==> src/rtl/mem_access_stage.sv <==
// MEM-stage load/store unit: one SRAM-like bus transaction per access, with a pipeline stall and load alignment/extension.
// Optional macro ADDR_EXC_EN enables the alignment check that raises AdEL (bit 4) and AdES (bit 5).
module mem_access_stage (
  input  logic        clk,
  input  logic        rst,
  input  logic        MemToRegM,
  input  logic        MemWriteM,
  input  logic [1:0]  MemWidthM,
  input  logic        LoadUnsignedM,
  input  logic [31:0] ALUOutM,
  input  logic [31:0] PhyAddrM,
  input  logic [31:0] WriteDataM,
  input  logic [31:0] ExceptionTypeM,
  input  logic        AdvanceM,
  input  logic        FlushM,
  output logic        data_req,
  output logic        data_wr,
  output logic [1:0]  data_size,
  output logic [31:0] data_addr,
  output logic [31:0] data_wdata,
  input  logic        data_addr_ok,
  input  logic        data_data_ok,
  input  logic [31:0] data_rdata,
  output logic [31:0] ReadDataM,
  output logic        StallM,
  output logic [31:0] ExceptionTypeOutM,
  output logic [31:0] BadVAddrOutM
);

  typedef enum logic [2:0] {IDLE, REQ, WAIT, DONE, DRAIN} state_t;

  state_t      state_reg, state_next;
  logic        access_needed;
  logic        load_unsigned_reg;
  logic [1:0]  size_in;
  logic [31:0] store_lanes;
  logic [7:0]  ld_byte;
  logic [15:0] ld_half;
  logic [31:0] ld_value;

`ifdef ADDR_EXC_EN
  logic misaligned, adel, ades;
  assign misaligned = (MemWidthM == 2'b01) ? ALUOutM[0]
                    : (MemWidthM[1] ? (ALUOutM[1:0] != 2'b00) : 1'b0);
  assign adel = MemToRegM & misaligned;
  assign ades = MemWriteM & misaligned;
  assign ExceptionTypeOutM = ExceptionTypeM | {26'd0, ades, adel, 4'd0};
  assign BadVAddrOutM      = (adel | ades) ? ALUOutM : 32'd0;
`else
  logic unused_vaddr;
  assign unused_vaddr      = ^ALUOutM;
  assign ExceptionTypeOutM = ExceptionTypeM;
  assign BadVAddrOutM      = 32'd0;
`endif

  assign access_needed = (MemToRegM | MemWriteM) & (ExceptionTypeOutM == 32'd0);
  assign size_in       = (MemWidthM == 2'b11) ? 2'b10 : MemWidthM;

  // Each byte lane picks the store byte that lands on it for the given width.
  generate
    for (genvar gi = 0; gi < 4; gi++) begin : g_lane
      assign store_lanes[gi*8 +: 8] =
          (size_in == 2'b00) ? WriteDataM[7:0] :
          (size_in == 2'b01) ? WriteDataM[(gi % 2)*8 +: 8] :
                               WriteDataM[gi*8 +: 8];
    end
  endgenerate

  always_comb begin
    ld_byte  = data_rdata[{data_addr[1:0], 3'b000} +: 8];
    ld_half  = data_addr[1] ? data_rdata[31:16] : data_rdata[15:0];
    ld_value = data_rdata;
    if (data_size == 2'b00)
      ld_value = load_unsigned_reg ? {24'd0, ld_byte} : {{24{ld_byte[7]}}, ld_byte};
    else if (data_size == 2'b01)
      ld_value = load_unsigned_reg ? {16'd0, ld_half} : {{16{ld_half[15]}}, ld_half};
  end

  always_comb begin
    state_next = state_reg;
    case (state_reg)
      // A flushed instruction must never start a bus access (a store would be irreversible).
      IDLE:  if (access_needed && !FlushM) state_next = REQ;
      REQ: begin
        if (data_addr_ok) begin
          if (data_data_ok) state_next = FlushM ? IDLE : DONE;
          else              state_next = FlushM ? DRAIN : WAIT;
        end else if (FlushM) begin
          state_next = IDLE;
        end
      end
      WAIT: begin
        if (FlushM)            state_next = data_data_ok ? IDLE : DRAIN;
        else if (data_data_ok) state_next = DONE;
      end
      DRAIN: if (data_data_ok) state_next = IDLE;
      DONE:  if (AdvanceM || FlushM) state_next = IDLE;
      default: state_next = IDLE;
    endcase
  end

  always_ff @(posedge clk or negedge rst) begin
    if (!rst) begin
      state_reg         <= IDLE;
      data_wr           <= 1'b0;
      data_size         <= 2'b00;
      data_addr         <= 32'd0;
      data_wdata        <= 32'd0;
      load_unsigned_reg <= 1'b0;
      ReadDataM         <= 32'd0;
    end else begin
      state_reg <= state_next;
      if (state_reg == IDLE && state_next == REQ) begin
        data_wr           <= MemWriteM;
        data_size         <= size_in;
        data_addr         <= PhyAddrM;
        data_wdata        <= store_lanes;
        load_unsigned_reg <= LoadUnsignedM;
      end
      if (state_next == DONE && state_reg != DONE && !data_wr)
        ReadDataM <= ld_value;
    end
  end

  assign data_req = (state_reg == REQ);
  assign StallM   = (access_needed && state_reg != DONE) || (state_reg == DRAIN);

endmodule

==> config.mk <==
export PLATFORM = sky130hd
export DESIGN_NAME = mem_access_stage
export DESIGN_NICKNAME = d
export VERILOG_FILES = /design/src/rtl/mem_access_stage.sv
export SDC_FILE = /design/constraint.sdc
export NUM_CORES = 1
export LEC_CHECK = 0
export BUFFER_PORTS_ARGS = -buffer_cell sky130_fd_sc_hd__clkbuf_2
export CAP_MARGIN = 40
export CORE_ASPECT_RATIO = 1.2
export CORE_MARGIN = 4
export CORE_UTILIZATION = 25
export DETAILED_ROUTE_END_ITERATION = 6
export GPL_TIMING_DRIVEN = 0
export PLACE_DENSITY = 0.61
export SYNTH_ARGS = -nofsm -noshare
export SYNTH_HDL_FRONTEND = slang
export SYNTH_SLANG_ARGS = --single-unit
==> constraint.sdc <==
create_clock -name clk -period 2.02 [get_ports clk]
set_input_delay 0.303 -clock clk [delete_from_list [all_inputs] [get_ports clk]]
set_output_delay 0.303 -clock clk [all_outputs]
set_load 0.03 [all_outputs]
==> out/results.ini, run 1 <==
[die]
io_pins = 336
row_count = 59
core_um2 = 21600
initial_core_util = 0.254
die_h_um = 170
die_w_um = 143
fp.dieArea_um2 = 24400

[synthesis]
synthXorXnorAreaFrac = 0
synth_simple_gate_area_frac = 0.0870
synth_top_area_cell = dfrtp_1
yosys.area_share.adder = 0
ys_seq_area_frac = 0.469
synth_mux_area_frac = 0.223
synth_compound_gate_area_share = 0.105
postSynthCellCount = 489
synth_cell_types = 41
synth_top_area_frac = 0.469
ys_ff_latch = 103
syn-cell-area_um2 = 5500
synth_top_family_by_area = multiplexers
synth_area_leaders = dfrtp_1 47%, mux2_2 16%, buf_4 8.9%, mux4_2 3.3%, nand2_1 2.7%
postSynth.asyncResetShare = 1.00
synth_common_cells = 103 x dfrtp_1, 76 x mux2_2, 65 x buf_4
yosysMostFrequentCell = dfrtp_1
synth_flop_cell = dfrtp_1
synth_edf_count = 0
ys_warn_count = 0
avgSynthCellArea_um2 = 11.2

[place]
io_buffer_count = 269
place_congestion = 0.825
hpwl_um = 14400
dpl-instance-area_um2 = 7340

[worst_setup_path]
critPathKind = reg -> reg
endpoint_kind = flip-flop
r2r_slack_ns = 0.07
start_kind = flip-flop
worstPathArrival_ns = 2.25
critPathRequiredTime_ns = 2.32
path_max_fanout = 10

[global_route]
grt.total_usage = 0.142
grt_pass1_vias = 4884
grt_max_degree = 82
grt_pass1_wl_um = 27200
gr-total-overflow = 0
antenna_found_initial = 0

[worst_hold_path]
hp-class = in -> reg

[run_status]
outcome = complete, no violations

[routing]
first_pass_iters = 4
routed_via_density = 4.44
drtAntennaViolNets = 0
via_count = 4800
wl_per_cell_um = 16.6
wirelength_um = 17900
drc = 0
drt-initial-drc-count = 127

[clocking]
clock_latency_ns = 0.35
clk_pin_slew_ns = 0.08
clockBufferDepth = 2
h-tree-depth = 3
clockRootBuffer = clkbuf_16
tritoncts = built
cts_buffers = 9
numClockSinks = 103

[power_and_ir_drop]
finalPower_w = 0.00477
ir_drop_mv = 0.481
p_leak_nw = 4.19
p_per_area_nw_per_um2 = 613

[sta]
relSlewSlack = 0.487
rsz0062_at_grt = yes
hold_viol = 0
max_freq_ghz = 0.514
tightestPinTransition_ns = 0.766
whs_ns = 0.129
finalCriticalPeriod_ns = 1.95
period_share = 0.963
final_max_slew_viol_count = 0
clock_skew_ns = 0.0134
tns_ns = 0
finalSetupViolations = 0

[final_layout]
largestRegisters = ReadDataM (32), data_addr (32), data_wdata (32)
layout.nets = 972
area_growth_pct = 41.8
multi_input_area_um2 = 2480
drive_above_1_share = 0.587
layout.core_utilization = 0.360
antenna_cells = 0
seq_area_um2 = 2580
nFillCells = 2219
design_area_um2 = 7790

[run]
cap_violations = 0

-- cell usage in the layout, fill, tap and decap left out, types with 9 or more instances in the layout --
cell type and n:
conb_1 32, mux2i_1 10, nor2_1 28, a31oi_1 16, clkbuf_1 9, nand2_1 39, clkbuf_2 271, buf_4 71
nor2b_1 9, o21ai_0 19, mux2_2 76, dfrtp_1 101, clkbuf_16 9
-- per-stage QoR --
step,setup slack [ns],std cells
3_5_place_dp,-0.432,1065
4_1_cts,0.00657,1080
5_1_grt,-0.00506,1080
6_report,0.0743,1080
2_1_floorplan,0.0902,520
3_3_place_gp,-0.940,1063
-- power by group --
| part | leakage [nW] | switching [W] | total [W] | internal (W) |
|---|---|---|---|---|
| clock | 0.158 | 0.000911 | 0.00192 | 0.00101 |
| combinational | 2.62 | 0.000443 | 0.000752 | 0.000309 |
| sequential | 1.41 | 0.0000153 | 0.00210 | 0.00209 |
| total | 4.19 | 0.00137 | 0.00477 | 0.00340 |
-- kinds of logic after synthesis --
group                  count (synthesis)
buffers and inverters                 98
AO/OA/AOI/OAI                         84
flip-flops                           103
AND/OR/NAND/NOR                      101
other                                  1
multiplexers                         102
-- path summary, 6_finish.rpt --
kind                         startpoint            end  depth (start not counted)
min in group asynchronous           rst  data_addr[27]                          2
min                        data_data_ok   state_reg[2]                          2
min reg2reg                ReadDataM[2]   ReadDataM[2]                          1
max                        state_reg[2]   ReadDataM[4]                          5
max reg2reg                state_reg[2]   ReadDataM[4]                          5
max in group asynchronous           rst   state_reg[0]                          3
-- cell type report --
type                    count  share of cell area
flip-flops and latches    103               0.331
multi-input cells         319               0.319
repair buffers            275               0.183
plain buffers              90              0.0803
well taps                 274              0.0440
clock buffers               9              0.0289
clock inverters             7              0.0122
inverters                   3             0.00145
-- critical path: stages (launching register included) --
cell and delay [ns]:
dfrtp_1 0.44, or4b_4 0.57, a21o_2 0.26, clkbuf_4 0.23
a2111oi_2 0.28, a21o_1 0.12
-- repair_timing --
item,CTS,global route
setup endpoints to repair,90,46
hold buffers,1,0
hold endpoints to repair,22,0
pin swaps,3,2
setup buffers,1,2
gates resized for setup,26,13
-- metal layers --
| layer | up-vias | global-route usage | wire length, µm |
|---|---|---|---|
| li1 | 2291 | - | - |
| met1 | 2277 | 0.176 | 7110 |
| met2 | 216 | 0.242 | 8940 |
| met3 | 16 | 0.0388 | 1590 |
| met4 | 0 | 0.0430 | 276 |
| met5 | - | 0 | 0 |
Power figures use the tool's default switching activity.
==> run 2, diff against run 1 <==
- CORE_ASPECT_RATIO: 1.2 -> 0.6
- PLACE_DENSITY: 0.61 -> 0.59
- SLEW_MARGIN: default -> 20
- clock period: 2.02 -> 2.3 ns (I/O delays scaled with it)
==> run 2 against run 1 <==
Global-route usage grew 1.0 points. Worst setup slack worse by 0.014 ns. Final cell count increased by 1.1%. Via count grew 4.4%. Design area decreased by 0.69%. Routed wire length rose by 8.7%. Critical path depth did not move. Critical path type unchanged.
==> out/results.ini, run 2 (same netlist as run 1, synthesis figures left out) <==
[worst_setup_path]
crit_path_max_incr_delay_ns = 0.55
path_max_fanout = 10
crit_top_cell = a21o_1
worstPathArrival_ns = 2.54
start_kind = flip-flop
endpoint_kind = flip-flop
cp_slowest_cell = or4b_1
critPathRequiredTime_ns = 2.60
crit_chain = or4b_1, a21o_1, clkbuf_1, a2111oi_1, a21o_1
critPathKind = reg -> reg

[final_layout]
design_area_um2 = 7740
final_common_cell = clkbuf_2
instances_no_fill = 1092
area_growth_pct = 40.8
drive_above_1_share = 0.563
most-common-layout-cells = 270 x clkbuf_2, 103 x dfrtp_1, 76 x mux2_2, 68 x buf_4, 39 x nand2_1
largestRegisters = ReadDataM (32), data_addr (32), data_wdata (32)
nFillCells = 2168
layout.nets = 978

[power_and_ir_drop]
power_frac_comb = 0.161
p_leak_nw = 4.19
p_per_area_nw_per_um2 = 537
power.share.sequential = 0.446
ir_drop_mv = 0.322
internal_power_w = 0.00299
finalPower_w = 0.00415
power.share.switching = 0.279
pwr-share-clk = 0.394
p_sw_w = 0.00116

[place]
io_buffer_count = 269
dpl-instance-area_um2 = 7360
hpwl_um = 15600
dp.cells = 1070
place_congestion = 0.899

[sta]
final_max_slew_viol_count = 0
tightestPinTransition_ns = 0.817
relSlewSlack = 0.454
period_share = 0.974
max_freq_ghz = 0.447
finalCriticalPeriod_ns = 2.24
rsz0062_at_grt = yes
hold_viol = 0
clock_skew_ns = 0.00801
finalSetupViolations = 0

[routing]
wirelength_um = 19500
wl_per_cell_um = 17.8
drt-initial-drc-count = 297
drtAntennaViolNets = 0
drc = 0
via_count = 5011
routed_via_density = 4.59
first_pass_iters = 5

[clocking]
clockBufferDepth = 2
numClockSinks = 103
h-tree-depth = 3
clockRootBuffer = clkbuf_16
cts_buffers = 9
clock_latency_ns = 0.36
clk_pin_slew_ns = 0.07
tritoncts = built

[global_route]
grt.total_usage = 0.153
grt_max_degree = 60
grt_pass1_vias = 4826
grt_pass1_wl_um = 28300
grt_use_met1 = 0.208
antenna_found_initial = 2
grt.busiest_layer = met2
met3_usage = 0.0705
grtUsageMet2 = 0.220
gr-total-overflow = 0

[run]
cap_violations = 0

[run_status]
outcome = complete, no violations

[die]
die_w_um = 199
initial_core_util = 0.258
die_h_um = 123
io_pins = 336
core_um2 = 21300
row_count = 41
fp.dieArea_um2 = 24500

[worst_hold_path]
hp-class = in -> reg

run 2: stage by stage:
step | setup TNS (ns) | hold WS, ns | utilization | setup WS (ns)
floorplan | 0 | 0.0494 | - | 0.328
global placement | -121.96 | 0.463 | 0.343 | -0.967
detailed placement | -34.46 | 0.318 | 0.346 | -0.639
CTS | 0 | 0.161 | 0.362 | 0.0116
global route | -0.00698 | 0.170 | 0.363 | -0.00550
finish | 0 | 0.186 | 0.363 | 0.0607
run 2: final timing paths:
kind / start / endpoint / slack [ns] / cells after the start
max reg2reg: state_reg[2] / ReadDataM[3] / 0.06 / 5
max: state_reg[2] / ReadDataM[3] / 0.06 / 5
min in group asynchronous: rst / data_addr[5] / 0.48 / 2
min reg2reg: ReadDataM[1] / ReadDataM[1] / 0.49 / 1
min: data_data_ok / state_reg[2] / 0.19 / 2
max in group asynchronous: rst / data_addr[29] / 1.18 / 3
run 2: power groups by stage:
stage / logic [W] / clock network (W) / registers, W
floorplan: 0.000325 / 0 / 0.00193
global placement: 0.000651 / 0 / 0.00189
detailed placement: 0.000661 / 0 / 0.00189
CTS: 0.000665 / 0.00171 / 0.00185
global route: 0.000722 / 0.00177 / 0.00185
finish: 0.000668 / 0.00163 / 0.00185
run 2: layout make-up:
| type | count | area, µm² | share of cell area |
|---|---|---|---|
| multi-input cells | 319 | 2420 | 0.313 |
| repair buffers | 276 | 1440 | 0.186 |
| diodes | 1 | 2.50 | 0.000323 |
| clock inverters | 5 | 63.8 | 0.00825 |
| inverters | 3 | 11.3 | 0.00146 |
| flip-flops and latches | 103 | 2580 | 0.333 |
| clock buffers | 11 | 243 | 0.0314 |
| plain buffers | 95 | 626 | 0.0809 |
| well taps | 279 | 349 | 0.0451 |
run 2: layer usage:
metal	up-vias	wire length, µm
li1	2308	-
met1	2418	8680
met2	257	8180
met3	24	2360
met4	4	237
met5	-	27
run 2: timing repair:
action / in CTS / in global routing
hold buffers: 1 / 0
endpoints found under the setup margin: 70 / 21
pin swaps: 2 / 1
setup buffers: 2 / 2
endpoints found under the hold margin: 44 / 0
cloned: 0 / 0
gates resized for setup: 0 / 9
run 2: worst max-delay path, delay by kind of cell, from the launching register on:
kind / cells / cell delay (ns)
and+or+nand+nor: 1 / 0.55
buffers and inverters: 1 / 0.27
DFF: 1 / 0.43
AOI/OAI and AO/OA: 3 / 0.91
